[src/rtl/mem_arbiter_pkg.sv]
// mem_arbiter_pkg: shared types and constants for the memory-port arbiter.
//   mem_arb_state_t : arbiter FSM states (IDLE, REQ, RESP)
//   mem_arb_owner_t : owner of the transaction in flight (NONE, FETCH, DATA)
//   MEM_SIZE_WORD   : access-size code used for instruction fetches
package mem_arbiter_pkg;

    typedef enum logic [1:0] {IDLE, REQ, RESP} mem_arb_state_t;

    typedef enum logic [1:0] {NONE, FETCH, DATA} mem_arb_owner_t;

    localparam logic [2:0] MEM_SIZE_WORD = 3'b010;

endpackage

[src/rtl/mem_arbiter_if.sv]
// mem_arbiter_if: bundles the fetch, data and memory-side handshakes of mem_arbiter.
//   if_*  : fetch request/grant/response
//   d_*   : load/store request/grant/response
//   mem_* : single-ported memory request/grant/response
// Signal suffixes are from the arbiter's point of view.
//   modport slave  : the arbiter itself
//   modport master : the environment (core requesters plus memory)
interface mem_arbiter_if #(
    parameter int unsigned XLEN = 32
);
    logic            if_req_i;
    logic [XLEN-1:0] if_adr_i;
    logic            if_gnt_o;
    logic            if_rvalid_o;
    logic [31:0]     if_rdata_o;

    logic            d_req_i;
    logic [XLEN-1:0] d_adr_i;
    logic            d_we_i;
    logic [XLEN-1:0] d_wdata_i;
    logic [2:0]      d_size_i;
    logic            d_gnt_o;
    logic            d_rvalid_o;
    logic [XLEN-1:0] d_rdata_o;

    logic            mem_req_o;
    logic [XLEN-1:0] mem_adr_o;
    logic            mem_we_o;
    logic [XLEN-1:0] mem_wdata_o;
    logic [2:0]      mem_size_o;
    logic            mem_gnt_i;
    logic            mem_rvalid_i;
    logic [XLEN-1:0] mem_rdata_i;

    modport slave (
        input  if_req_i, if_adr_i,
        output if_gnt_o, if_rvalid_o, if_rdata_o,
        input  d_req_i, d_adr_i, d_we_i, d_wdata_i, d_size_i,
        output d_gnt_o, d_rvalid_o, d_rdata_o,
        output mem_req_o, mem_adr_o, mem_we_o, mem_wdata_o, mem_size_o,
        input  mem_gnt_i, mem_rvalid_i, mem_rdata_i
    );

    modport master (
        output if_req_i, if_adr_i,
        input  if_gnt_o, if_rvalid_o, if_rdata_o,
        output d_req_i, d_adr_i, d_we_i, d_wdata_i, d_size_i,
        input  d_gnt_o, d_rvalid_o, d_rdata_o,
        input  mem_req_o, mem_adr_o, mem_we_o, mem_wdata_o, mem_size_o,
        output mem_gnt_i, mem_rvalid_i, mem_rdata_i
    );

endinterface

[src/rtl/mem_arb_prio.sv]
// mem_arb_prio: winner select for mem_arbiter, data over fetch with a starvation limit.
//   clk, reset : clock, synchronous active-high reset
//   if_req_i   : fetch request pending
//   d_req_i    : data request pending
//   arb_en_i   : arbiter can accept a request this cycle (grant takes effect)
//   if_win_o   : fetch would win
//   d_win_o    : data would win
// The streak counts consecutive data grants made while a fetch was waiting;
// once it reaches MAX_D_STREAK the next contested grant goes to fetch.
module mem_arb_prio #(
    parameter int unsigned MAX_D_STREAK = 4
) (
    input  logic clk,
    input  logic reset,
    input  logic if_req_i,
    input  logic d_req_i,
    input  logic arb_en_i,
    output logic if_win_o,
    output logic d_win_o
);

    localparam logic [3:0] MaxStreak = 4'(MAX_D_STREAK);

    logic [3:0] streak_q, streak_d;
    logic       at_limit;

    assign at_limit = (streak_q == MaxStreak);
    assign d_win_o  = d_req_i && !(if_req_i && at_limit);
    assign if_win_o = if_req_i && !d_win_o;

    always_comb begin
        streak_d = streak_q;
        if (arb_en_i) begin
            if (d_win_o) begin
                // Only a data grant that leaves fetch waiting extends the streak.
                if (if_req_i) begin
                    streak_d = at_limit ? MaxStreak : streak_q + 4'd1;
                end else begin
                    streak_d = 4'd0;
                end
            end else if (if_win_o) begin
                streak_d = 4'd0;
            end
        end
    end

    always_ff @(posedge clk) begin
        if (reset) begin
            streak_q <= 4'd0;
        end else begin
            streak_q <= streak_d;
        end
    end

endmodule

[src/rtl/mem_arbiter.sv]
// mem_arbiter: shares one single-ported memory between the fetch and load/store paths.
//   clk, reset : clock, synchronous active-high reset
//   bus        : mem_arbiter_if.slave carrying fetch, data and memory handshakes
//   if_stall_cnt_o, d_stall_cnt_o : cycles each requester waited ungranted
//                                   (present only with MEM_ARB_PERF_CNT_EN defined)
// One transaction is in flight at a time: grant (IDLE or final RESP cycle) -> REQ
// until mem_gnt_i -> RESP until mem_rvalid_i. The response cycle re-arbitrates so
// back-to-back transactions have no bubble.
module mem_arbiter
    import mem_arbiter_pkg::*;
#(
    parameter int unsigned XLEN         = 32,
    parameter int unsigned MAX_D_STREAK = 4
) (
    input logic         clk,
    input logic         reset,
    mem_arbiter_if.slave bus
`ifdef MEM_ARB_PERF_CNT_EN
    ,
    output logic [31:0] if_stall_cnt_o,
    output logic [31:0] d_stall_cnt_o
`endif
);

    mem_arb_state_t  state_q, state_d;
    mem_arb_owner_t  owner_q, owner_d;
    logic [XLEN-1:0] adr_q, adr_d;
    logic [XLEN-1:0] wdata_q, wdata_d;
    logic            we_q, we_d;
    logic [2:0]      size_q, size_d;

    logic resp_fire;
    logic arb_en;
    logic if_win, d_win;

    // Inputs are ignored while reset is high so every output stays 0.
    assign resp_fire = !reset && (state_q == RESP) && bus.mem_rvalid_i;
    assign arb_en    = !reset && ((state_q == IDLE) || resp_fire);

    mem_arb_prio #(
        .MAX_D_STREAK(MAX_D_STREAK)
    ) u_prio (
        .clk     (clk),
        .reset   (reset),
        .if_req_i(bus.if_req_i),
        .d_req_i (bus.d_req_i),
        .arb_en_i(arb_en),
        .if_win_o(if_win),
        .d_win_o (d_win)
    );

    always_comb begin
        state_d = state_q;
        owner_d = owner_q;
        adr_d   = adr_q;
        wdata_d = wdata_q;
        we_d    = we_q;
        size_d  = size_q;

        bus.if_gnt_o = arb_en && if_win;
        bus.d_gnt_o  = arb_en && d_win;

        unique case (state_q)
            IDLE: ;
            REQ: begin
                if (bus.mem_gnt_i) state_d = RESP;
            end
            RESP: begin
                if (bus.mem_rvalid_i) begin
                    state_d = IDLE;
                    owner_d = NONE;
                end
            end
            default: state_d = IDLE;
        endcase

        // A grant overrides the completion path above.
        if (bus.d_gnt_o) begin
            state_d = REQ;
            owner_d = DATA;
            adr_d   = bus.d_adr_i;
            wdata_d = bus.d_wdata_i;
            we_d    = bus.d_we_i;
            size_d  = bus.d_size_i;
        end else if (bus.if_gnt_o) begin
            state_d = REQ;
            owner_d = FETCH;
            adr_d   = bus.if_adr_i;
            wdata_d = '0;
            we_d    = 1'b0;
            size_d  = MEM_SIZE_WORD;
        end
    end

    always_ff @(posedge clk) begin
        if (reset) begin
            state_q <= IDLE;
            owner_q <= NONE;
            adr_q   <= '0;
            wdata_q <= '0;
            we_q    <= 1'b0;
            size_q  <= 3'b000;
        end else begin
            state_q <= state_d;
            owner_q <= owner_d;
            adr_q   <= adr_d;
            wdata_q <= wdata_d;
            we_q    <= we_d;
            size_q  <= size_d;
        end
    end

    assign bus.mem_req_o   = (state_q == REQ);
    assign bus.mem_adr_o   = adr_q;
    assign bus.mem_we_o    = we_q;
    assign bus.mem_wdata_o = wdata_q;
    assign bus.mem_size_o  = size_q;

    assign bus.if_rvalid_o = resp_fire && (owner_q == FETCH);
    assign bus.d_rvalid_o  = resp_fire && (owner_q == DATA);
    assign bus.if_rdata_o  = bus.if_rvalid_o ? bus.mem_rdata_i[31:0] : 32'd0;
    assign bus.d_rdata_o   = bus.d_rvalid_o ? bus.mem_rdata_i : '0;

`ifdef MEM_ARB_PERF_CNT_EN
    logic [31:0] if_stall_q, d_stall_q;

    always_ff @(posedge clk) begin
        if (reset) begin
            if_stall_q <= 32'd0;
            d_stall_q  <= 32'd0;
        end else begin
            if (bus.if_req_i && !bus.if_gnt_o) if_stall_q <= if_stall_q + 32'd1;
            if (bus.d_req_i && !bus.d_gnt_o)   d_stall_q  <= d_stall_q + 32'd1;
        end
    end

    assign if_stall_cnt_o = if_stall_q;
    assign d_stall_cnt_o  = d_stall_q;
`endif

endmodule

[src/flat_wrapper.sv]
// flat-port wrapper written by rule: the top's interface ports become plain ports
module mem_arbiter_flat import mem_arbiter_pkg::*;
#(
    parameter int unsigned XLEN         = 32,
    parameter int unsigned MAX_D_STREAK = 4
)
  (clk, reset, bus_if_req_i, bus_if_adr_i, bus_if_gnt_o, bus_if_rvalid_o, bus_if_rdata_o, bus_d_req_i, bus_d_adr_i, bus_d_we_i, bus_d_wdata_i, bus_d_size_i, bus_d_gnt_o, bus_d_rvalid_o, bus_d_rdata_o, bus_mem_req_o, bus_mem_adr_o, bus_mem_we_o, bus_mem_wdata_o, bus_mem_size_o, bus_mem_gnt_i, bus_mem_rvalid_i, bus_mem_rdata_i);
  mem_arbiter_if #(.XLEN(XLEN)) bus_i ();
  input logic clk;
  input logic reset;
  input wire logic [$bits(bus_i.if_req_i)-1:0] bus_if_req_i;
  input wire logic [$bits(bus_i.if_adr_i)-1:0] bus_if_adr_i;
  output wire logic [$bits(bus_i.if_gnt_o)-1:0] bus_if_gnt_o;
  output wire logic [$bits(bus_i.if_rvalid_o)-1:0] bus_if_rvalid_o;
  output wire logic [$bits(bus_i.if_rdata_o)-1:0] bus_if_rdata_o;
  input wire logic [$bits(bus_i.d_req_i)-1:0] bus_d_req_i;
  input wire logic [$bits(bus_i.d_adr_i)-1:0] bus_d_adr_i;
  input wire logic [$bits(bus_i.d_we_i)-1:0] bus_d_we_i;
  input wire logic [$bits(bus_i.d_wdata_i)-1:0] bus_d_wdata_i;
  input wire logic [$bits(bus_i.d_size_i)-1:0] bus_d_size_i;
  output wire logic [$bits(bus_i.d_gnt_o)-1:0] bus_d_gnt_o;
  output wire logic [$bits(bus_i.d_rvalid_o)-1:0] bus_d_rvalid_o;
  output wire logic [$bits(bus_i.d_rdata_o)-1:0] bus_d_rdata_o;
  output wire logic [$bits(bus_i.mem_req_o)-1:0] bus_mem_req_o;
  output wire logic [$bits(bus_i.mem_adr_o)-1:0] bus_mem_adr_o;
  output wire logic [$bits(bus_i.mem_we_o)-1:0] bus_mem_we_o;
  output wire logic [$bits(bus_i.mem_wdata_o)-1:0] bus_mem_wdata_o;
  output wire logic [$bits(bus_i.mem_size_o)-1:0] bus_mem_size_o;
  input wire logic [$bits(bus_i.mem_gnt_i)-1:0] bus_mem_gnt_i;
  input wire logic [$bits(bus_i.mem_rvalid_i)-1:0] bus_mem_rvalid_i;
  input wire logic [$bits(bus_i.mem_rdata_i)-1:0] bus_mem_rdata_i;
  assign bus_i.if_req_i = bus_if_req_i;
  assign bus_i.if_adr_i = bus_if_adr_i;
  assign bus_if_gnt_o = bus_i.if_gnt_o;
  assign bus_if_rvalid_o = bus_i.if_rvalid_o;
  assign bus_if_rdata_o = bus_i.if_rdata_o;
  assign bus_i.d_req_i = bus_d_req_i;
  assign bus_i.d_adr_i = bus_d_adr_i;
  assign bus_i.d_we_i = bus_d_we_i;
  assign bus_i.d_wdata_i = bus_d_wdata_i;
  assign bus_i.d_size_i = bus_d_size_i;
  assign bus_d_gnt_o = bus_i.d_gnt_o;
  assign bus_d_rvalid_o = bus_i.d_rvalid_o;
  assign bus_d_rdata_o = bus_i.d_rdata_o;
  assign bus_mem_req_o = bus_i.mem_req_o;
  assign bus_mem_adr_o = bus_i.mem_adr_o;
  assign bus_mem_we_o = bus_i.mem_we_o;
  assign bus_mem_wdata_o = bus_i.mem_wdata_o;
  assign bus_mem_size_o = bus_i.mem_size_o;
  assign bus_i.mem_gnt_i = bus_mem_gnt_i;
  assign bus_i.mem_rvalid_i = bus_mem_rvalid_i;
  assign bus_i.mem_rdata_i = bus_mem_rdata_i;
  mem_arbiter #(.XLEN(XLEN), .MAX_D_STREAK(MAX_D_STREAK)) u_core (.clk(clk), .reset(reset), .bus(bus_i));
endmodule
[config.mk]
export PLATFORM = sky130hd
export DESIGN_NAME = mem_arbiter_flat
export DESIGN_NICKNAME = d
export VERILOG_FILES = /design/src/rtl/mem_arbiter_pkg.sv /design/src/rtl/mem_arbiter_if.sv /design/src/rtl/mem_arb_prio.sv /design/src/rtl/mem_arbiter.sv /design/src/flat_wrapper.sv
export SDC_FILE = /design/constraint.sdc
export NUM_CORES = 1
export LEC_CHECK = 0
export CAP_MARGIN = 20
export CORE_MARGIN = 4
export CORE_UTILIZATION = 34
export DETAILED_ROUTE_END_ITERATION = 7
export GPL_TIMING_DRIVEN = 0
export PLACE_DENSITY = 0.79
export SYNTH_ARGS = -nofsm -noshare
export SYNTH_HDL_FRONTEND = slang
export SYNTH_SLANG_ARGS = --single-unit
[constraint.sdc]
create_clock -name clk -period 2.2 [get_ports clk]
set_input_delay 0.44 -clock clk [delete_from_list [all_inputs] [get_ports clk]]
set_output_delay 0.44 -clock clk [all_outputs]
set_load 0.01 [all_outputs]
==> results.ini, run 1 <==
[sta]
skew_ns=0.0120
worst_slew_pin_slew_ns=0.528
fmax_mhz=432
drv_slew=0
finalCriticalPeriod_ns=2.31
relSlewSlack=0.648
timing.final.crit_share=1.05
setup_viol=61
setup_tns_ns=-3.05
timing.hold.ws_ns=0.453
hold_violations=0
fin_ws_ns=-0.113
rsz0062_at_grt=yes

[clock_network]
clock_path_buffers=2
clock_latency_ns=0.35
cts_made_buffers=9
postCtsHoldBufs=0
clkSinkCount=76
cts_tree=yes
htreeDepth=3
clk_pin_slew_worst_paths_ns=0.08
cts_root_buf=clkbuf_8

[worst_setup_path]
critPathLaunch=u_core.state_q[0]
worstPathArrival_ns=1.87
worstPathMaxFanout=5
worstReg2RegStart=u_core.u_prio.streak_q[1]
critPathCapture=bus_d_rdata_o[7]
worstSetupPathType=flip-flop to primary output
cp-end-kind=primary output
worstReg2RegEnd=u_core.bus.mem_adr_o[26]
worst_ep_required_time_ns=1.76
rr_worst_depth=11
rrSetupSlack_ns=0.18
worstSetupStartpointType=flip-flop

[power]
switchingPower_mw=0.935
power_density_nw_per_um2=512
clkPwrFrac=0.351
seq_power_share=0.416
comb_power_share=0.232
peakVddDrop_mv=0.354
netSwitchingFraction=0.257
p_leak_nw=2.90
power_mw=3.64
intPower_mw=2.71

[placed_design]
postPlaceCellArea_um2=6420
hpwl_um=11800
gp_congestion=0.865
io_buffers=273
dp_slack_ns=-1.30

[floorplanning]
row_count=36
io_pins=275
initial_core_util=0.355
coreArea_um2=9910
die_y_um=110
die_area_um2=12000
die_width_um=110

[grt]
grt_use_total=0.241
grt_max_degree=14
grt_pass1_vias=4242
antenna_found_initial=0
grt_overflow=0
grt_pass1_wl_um=22400

[yosys]
syn_inst=426
syn_area_um2=3510
ys_warn_count=0
ys_ff_latch=76
synth.distinct_cells=32
seq_area_frac_synth=0.433
synth.avg_cell_area_um2=8.25
syn_nets=566

[layout]
num-nets-final=868
final_cell_mix=clkdlybuf4s50_1, nor2_1, dfxtp_1
synthToLayoutAreaGrowth_pct=102
drive_gt1_frac=0.275
fillers=739
final_common_cell=clkdlybuf4s50_1
antenna_cells=0
final_area_um2=7110

[job]
cap_violations=0

[drt]
via_count=4290
drt-initial-drc-count=252
ant_nets=0
drc_errors=0
via_per_inst=4.96
drt-total-wl_um=15800
drt_first_pass_iters=4
wire_per_inst_um=18.3

[outcome]
status=finished, violations left
violations=negative setup slack

[worst_hold_path]
hold_path.class=primary input to flip-flop

==> through the flow <==
stage	utilization	cells
after CTS	0.688	864
after global routing	0.717	865
final	0.717	865
after global placement	0.647	832
after detailed placement	0.648	833
after floorplan	-	426
==> power groups by stage <==
| stage | Combinational (mW) | Clock, mW | Sequential [mW] |
|---|---|---|---|
| detailed placement | 0.819 | 0 | 1.55 |
| global placement | 0.805 | 0 | 1.54 |
| CTS | 0.841 | 1.31 | 1.52 |
| global route | 0.912 | 1.36 | 1.53 |
| floorplan | 0.274 | 0 | 1.58 |
| finish | 0.846 | 1.28 | 1.52 |
==> registers in the layout, summed over array words and instances, names as in the netlist <==
| signal | cells |
|---|---|
| u_core.bus.mem_size_o | 3 |
| u_core.state_q | 2 |
| u_core.bus.mem_adr_o | 32 |
| u_core.bus.mem_wdata_o | 32 |
| u_core.u_prio.streak_q | 4 |
| u_core.bus.mem_we_o | 1 |
| u_core.owner_q | 2 |
==> cell usage after synthesis, drive strengths merged <==
cell | instances | share of area
nor3 | 2 | 0.0061
clkbuf | 21 | 0.022
a22oi | 36 | 0.091
nor2b | 2 | 0.0036
and4 | 1 | 0.0025
and2 | 66 | 0.12
ha | 2 | 0.0071
nand2b | 4 | 0.0071
o22ai | 1 | 0.0018
nor3b | 2 | 0.0043
and2b | 1 | 0.0021
nand2 | 35 | 0.037
nor2 | 75 | 0.080
dfxtp | 76 | 0.43
or3 | 1 | 0.0018
nand3 | 3 | 0.0043
o32ai | 1 | 0.0025
a21oi | 33 | 0.047
or2 | 1 | 0.0025
a2111oi | 1 | 0.0025
buf | 16 | 0.027
nand4b | 3 | 0.0075
nand3b | 2 | 0.0043
a31o | 1 | 0.0025
nor4b | 2 | 0.0050
inv | 3 | 0.0032
a31oi | 2 | 0.0036
a211oi | 33 | 0.070
==> how the worst min path moves through the flow <==
stage,slack [ns],end,from,depth (start not counted)
3_3_place_gp,0.47,u_core.owner_q[0],u_core.owner_q[0],2
2_1_floorplan,0.45,u_core.owner_q[0],u_core.owner_q[0],2
5_1_grt,0.45,u_core.u_prio.streak_q[0],reset,3
3_5_place_dp,0.48,u_core.owner_q[0],u_core.owner_q[0],2
4_1_cts,0.43,u_core.u_prio.streak_q[0],reset,3
6_report,0.45,u_core.u_prio.streak_q[0],reset,3
==> cell families (layout without fill, tap and decap cells) <==
kind of cell | Yosys count | count (layout) | share of synthesized area
compound gates | 108 | 108 | 0.221
fa+ha+maj | 2 | 2 | 0.00712
buf+inv | 40 | 346 | 0.0527
flops | 76 | 76 | 0.433
simple gates | 200 | 200 | 0.286
==> cell type report <==
cell class / count / area, um^2 / area share
inverter: 3 / 11.3 / 0.00158
sequential: 76 / 1530 / 0.215
timing repair buffer: 293 / 2940 / 0.414
buffer: 35 / 245 / 0.0345
tap: 133 / 166 / 0.0234
multi-input combinational: 310 / 1980 / 0.279
clock buffer: 9 / 124 / 0.0174
clock inverter: 6 / 113 / 0.0158
==> what timing repair did <==
| item | 4_1_cts | 5_1_grt |
|---|---|---|
| endpoints found under the hold margin | 0 | 0 |
| buffers inserted | 13 | 1 |
| pin swaps | 45 | 12 |
| resized for setup | 381 | 78 |
| endpoints found under the setup margin | 68 | 83 |
| cloned | 4 | 1 |
==> metal layers <==
| metal | vias up | wire [um] | GRT usage |
|---|---|---|---|
| met5 | - | 0 | 0 |
| met4 | 0 | 222 | 0.0703 |
| met2 | 180 | 8290 | 0.432 |
| met1 | 2017 | 5920 | 0.273 |
| met3 | 18 | 1390 | 0.0769 |
| li1 | 2075 | - | - |
==> critical path, cell delays in order (launching register included) <==
cell      delay (ns)
dfxtp_2         0.32
nand3b_1        0.28
nor4b_4         0.26
buf_4           0.18
buf_6           0.14
buf_8           0.11
and2_4          0.13
buf_6           0.10
(Power assumes the default switching activity.)
==> inputs of run 2 (changes only) <==
--- a/config.mk
+++ b/config.mk
@@ -6,11 +6,12 @@
 export NUM_CORES = 1
 export LEC_CHECK = 0
 export CAP_MARGIN = 20
-export CORE_MARGIN = 4
-export CORE_UTILIZATION = 34
+export CORE_AREA = 4 4 104 106
 export DETAILED_ROUTE_END_ITERATION = 7
+export DIE_AREA = 0 0 108 110
+export DONT_BUFFER_PORTS = 1
 export GPL_TIMING_DRIVEN = 0
-export PLACE_DENSITY = 0.79
+export PLACE_DENSITY = 0.46
 export SYNTH_ARGS = -nofsm -noshare
 export SYNTH_HDL_FRONTEND = slang
 export SYNTH_SLANG_ARGS = --single-unit
==> run 2 against run 1 <==
Effect of this change: non-clock buffer count down 280; highest routed layer unchanged; critical endpoint is now bus_d_rdata_o[3]; via count decreased by 25%; hold slack lost 0.23 ns; die area decreased by 1.2%; clock power shrank 7%; largest power group unchanged; largest cell class is now multi-input gates; critical path type unchanged; global-route usage fell by 5.2 points; power shrank 14%; fmax up 6.7%; the run now ends clean; sequential power increased by 4%; first-iteration DRC count fell by 26%.
==> results.ini, run 2 (synthesis results as in run 1) <==
[outcome]
status=finished clean

[worst_setup_path]
worstPathMaxFanout=8
cp_slowest_cell=dfxtp_2
crit_buf_inv=2
worstSetupPathType=flip-flop to primary output
rrSetupSlack_ns=0.28
worst_ep_required_time_ns=1.76
path_cells=nand3b_1, nor4b_4, buf_6, clkbuf_16, and2_4
critPathMaxStageDelay_ns=0.33
worstReg2RegEnd=u_core.bus.mem_adr_o[8]
cp-end-kind=primary output
cp_top_family=simple AND/OR/NAND/NOR gates
worstReg2RegStart=u_core.state_q[0]
worstPathArrival_ns=1.73
rr_worst_depth=7
worstSetupStartpointType=flip-flop

[sta]
setup_tns_ns=0
setup_viol=0
relSlewSlack=0.643
finalCriticalPeriod_ns=2.17
fmax_mhz=461
fin_ws_ns=0.0320
skew_ns=0.0117
drv_slew=0
worst_slew_pin_slew_ns=0.535
rsz0062_at_grt=yes
timing.hold.ws_ns=0.220
timing.final.crit_share=0.985
hold_violations=0

[layout]
final_area_um2=4320
drive_gt1_frac=0.283
antenna_cells=0
finalNonFillerCells=586
synthToLayoutAreaGrowth_pct=23.0
num-nets-final=588
fin_util=0.442
final_common_cell=nor2_1
final_cell_mix=nor2_1, dfxtp_1, and2_4

[grt]
antenna_found_initial=0
grt_pass1_vias=3080
grt_max_degree=14
grt_overflow=0
grt_pass1_wl_um=17300
grt_use_total=0.189

[placed_design]
hpwl_um=9200
io_buffers=0
gp_congestion=0.707
postPlaceCellArea_um2=3690
dp_cells=560
dp_slack_ns=-0.480

[floorplanning]
coreArea_um2=9770
die_width_um=108
io_pins=275
die_area_um2=11900
initial_core_util=0.360
row_count=36
die_y_um=110

[power]
peakVddDrop_mv=0.347
power_density_nw_per_um2=723
p_leak_nw=1.65
power_mw=3.13

[clock_network]
htreeDepth=3
clock_latency_ns=0.35
cts_made_buffers=9
clk_pin_slew_worst_paths_ns=0.09
cts_tree=yes
cts_root_buf=clkbuf_8
postCtsHoldBufs=0
clock_path_buffers=2
clkSinkCount=76

[drt]
ant_nets=0
drt-total-wl_um=12400
via_per_inst=5.49
drc_errors=0
via_count=3220
drt-initial-drc-count=187
wire_per_inst_um=21.2
drt_first_pass_iters=4

[worst_hold_path]
whs_path_depth=2
holdPathEnd=u_core.bus.mem_adr_o[14]
hp-start=bus_if_adr_i[14]
hold_path.class=primary input to flip-flop

[job]
cap_violations=0

## run 2: metal layers
metal	GRT usage	wire, um	vias up	part of all wire
li1	-	-	1504	-
met5	0	0	-	0
met1	0.217	4790	1535	0.39
met4	0.0604	211	0	0.017
met3	0.0740	1250	13	0.10
met2	0.323	6180	168	0.50
## run 2: worst max path at each step
| stage | start | endpoint | slack [ns] | depth (start not counted) |
|---|---|---|---|---|
| floorplan | reset | bus_d_rdata_o[22] | 0.24 | 4 |
| global placement | u_core.state_q[0] | bus_if_rdata_o[4] | -0.49 | 4 |
| detailed placement | bus_mem_rvalid_i | bus_d_rdata_o[3] | -0.48 | 4 |
| CTS | u_core.state_q[0] | bus_if_rdata_o[11] | -0.05 | 5 |
| global route | u_core.state_q[0] | bus_d_rdata_o[3] | -0.08 | 5 |
| finish | u_core.state_q[0] | bus_d_rdata_o[3] | 0.03 | 5 |
## run 2: cell type report
class | instances | area, um^2
Fill cell | 1011 | 5450
Multi-Input combinational cell | 310 | 2000
Sequential cell | 76 | 1530
Buffer | 36 | 255
Tap cell | 133 | 166
Timing Repair Buffer | 12 | 144
Clock buffer | 11 | 131
Clock inverter | 5 | 85.1
Inverter | 3 | 11.3
## run 2: repair_timing
item / CTS / global route
gates resized for setup: 101 / 11
pin swaps: 33 / 34
cloned: 3 / 2
endpoints found under the setup margin: 68 / 67
buffers inserted: 4 / 2
## run 2: power by group
group / switching, mW / leakage, nW / internal [mW]
clock network: 0.545 / 0.104 / 0.647
logic: 0.216 / 0.924 / 0.143
registers: 0.110 / 0.625 / 1.47
total: 0.871 / 1.65 / 2.26
==> inputs of run 3 (changes only) <==
--- a/config.mk
+++ b/config.mk
@@ -11,7 +11,7 @@
 export DIE_AREA = 0 0 108 110
 export DONT_BUFFER_PORTS = 1
 export GPL_TIMING_DRIVEN = 0
-export PLACE_DENSITY = 0.46
+export RECOVER_POWER = 100
 export SYNTH_ARGS = -nofsm -noshare
 export SYNTH_HDL_FRONTEND = slang
 export SYNTH_SLANG_ARGS = --single-unit
==> run 3 against run 2 <==
Effect of this change: combinational power shrank 3%; power decreased by 9.2%; sequential power barely moved; cell count down 0.17%; hold slack better by 0.0045 ns; global-route usage down 0.29 points; critical path depth unchanged; sequential share of layout area grew 1.2 points; count of clock-buffer cells in the layout did not move; wire length fell by 4.2%; largest power group unchanged; clock power decreased by 23%; die area did not move.
==> results.ini, run 3 (synthesis results as in run 1) <==
[power]
power_density_nw_per_um2=677
peakVddDrop_mv=0.342
p_leak_nw=1.61

[drt]
ant_nets=0
drt-initial-drc-count=166
drt_first_pass_iters=4
drt-total-wl_um=11900
via_per_inst=5.41
via_count=3165
drc_errors=0
wire_per_inst_um=20.4

[worst_setup_path]
worstReg2RegStart=u_core.state_q[0]
cp-end-kind=primary output
worstPathMaxFanout=10
critPathLaunch=u_core.state_q[0]
path_cells=nand3b_1, nor4b_4, buf_6, buf_8, and2_4
worst_ep_required_time_ns=1.76
worstPathArrival_ns=1.73
critPathMaxStageDelay_ns=0.34
worstSetupPathType=flip-flop to primary output
cp_slowest_cell=dfxtp_4
worstSetupStartpointType=flip-flop

[grt]
grt_use_total=0.186
grt_overflow=0
grt_pass1_vias=3210
grt_max_degree=13
grt_pass1_wl_um=17500
antenna_found_initial=0

[floorplanning]
io_pins=275
die_area_um2=11900
row_count=36
initial_core_util=0.360
coreArea_um2=9770
die_width_um=108
die_y_um=110

[worst_hold_path]
hp-start=bus_if_adr_i[17]
hold_path.class=primary input to flip-flop

[placed_design]
hpwl_um=8860
dp_cells=559
dp_slack_ns=-0.357
io_buffers=0
gp_congestion=0.743

[layout]
drive_gt1_frac=0.254
final_common_cell=nor2_1
finalNonFillerCells=585
antenna_cells=0
num-nets-final=588
synthToLayoutAreaGrowth_pct=19.3
final_cell_mix=nor2_1, dfxtp_1, and2_4

[sta]
fin_ws_ns=0.0258
relSlewSlack=0.621
skew_ns=0.00967
timing.final.crit_share=0.988
finalCriticalPeriod_ns=2.17
setup_viol=0
worst_slew_pin_slew_ns=0.568
drv_slew=0
rsz0062_at_grt=yes
fmax_mhz=460
hold_violations=0

[clock_network]
cts_made_buffers=9
clk_pin_slew_worst_paths_ns=0.08
cts_tree=yes
clock_path_buffers=2
clkSinkCount=76
clock_latency_ns=0.35
htreeDepth=3
postCtsHoldBufs=0
cts_root_buf=clkbuf_8

[outcome]
status=finished clean

[job]
cap_violations=0

## run 3: cell count changes in the layout (fill, tap and decap cells not counted), moves of 3 or more
cell | before | now
buf_8 | 6 | 3
a22oi_2 | 10 | 4
a22oi_1 | 26 | 32
clkbuf_8 | 11 | 17
buf_6 | 8 | 4
clkbuf_1 | 16 | 21
buf_2 | 8 | 4
## run 3: final cells by class
cell class / instances / area [um^2]
Clock inverter: 4 / 27.5
Timing Repair Buffer: 12 / 123
Multi-Input combinational cell: 310 / 1970
Fill cell: 1006 / 5580
Sequential cell: 76 / 1530
Tap cell: 133 / 166
Buffer: 36 / 238
Clock buffer: 11 / 131
Inverter: 3 / 11.3
## run 3: critical path, delay by kind of cell (launching register included)
family | cells | cell delay [ns]
AND/OR/NAND/NOR | 3 | 0.71
flip-flops | 1 | 0.34
buffers and inverters | 2 | 0.32
## run 3: layer usage
layer  wire length [um]  track usage  up-vias
met4                 92       0.0433        0
met1               4750        0.232     1503
met3               1240       0.0769        9
li1                   -            -     1505
met5                  0            0        -
met2               5840        0.301      148
## run 3: final timing paths
check / endpoint / slack, ns / depth (start not counted)
max: bus_d_rdata_o[26] / 0.03 / 5
min: u_core.bus.mem_adr_o[17] / 0.22 / 2
max reg2reg: u_core.bus.mem_adr_o[12] / 0.15 / 7
min reg2reg: u_core.u_prio.streak_q[0] / 0.49 / 1
## run 3: where the power goes
part / switching (mW) / total [mW] / internal [mW]
Sequential: 0.106 / 1.57 / 1.47
Clock: 0.515 / 0.920 / 0.405
Combinational: 0.212 / 0.348 / 0.136
## run 3: repair_timing
item | 4_1_cts | 5_1_grt
endpoints found under the setup margin | 88 | 70
buffers inserted | 5 | 3
cloned | 4 | 0
pin swaps | 41 | 5
gates resized for setup | 100 | 4
## run 3: metrics by stage
| stage | setup TNS [ns] | total power, mW | instance area, um^2 | util | hold WS (ns) |
|---|---|---|---|---|---|
| 2_1_floorplan | 0 | 1.86 | 3510 | - | 0.453 |
| 3_3_place_gp | -16.87 | 1.94 | 3680 | 0.377 | 0.468 |
| 3_5_place_dp | -17.80 | 1.95 | 3680 | 0.377 | 0.478 |
| 4_1_cts | -0.355 | 2.89 | 4200 | 0.430 | 0.206 |
| 5_1_grt | -3.18 | 2.99 | 4190 | 0.429 | 0.205 |
| 6_report | 0 | 2.84 | 4190 | 0.429 | 0.224 |
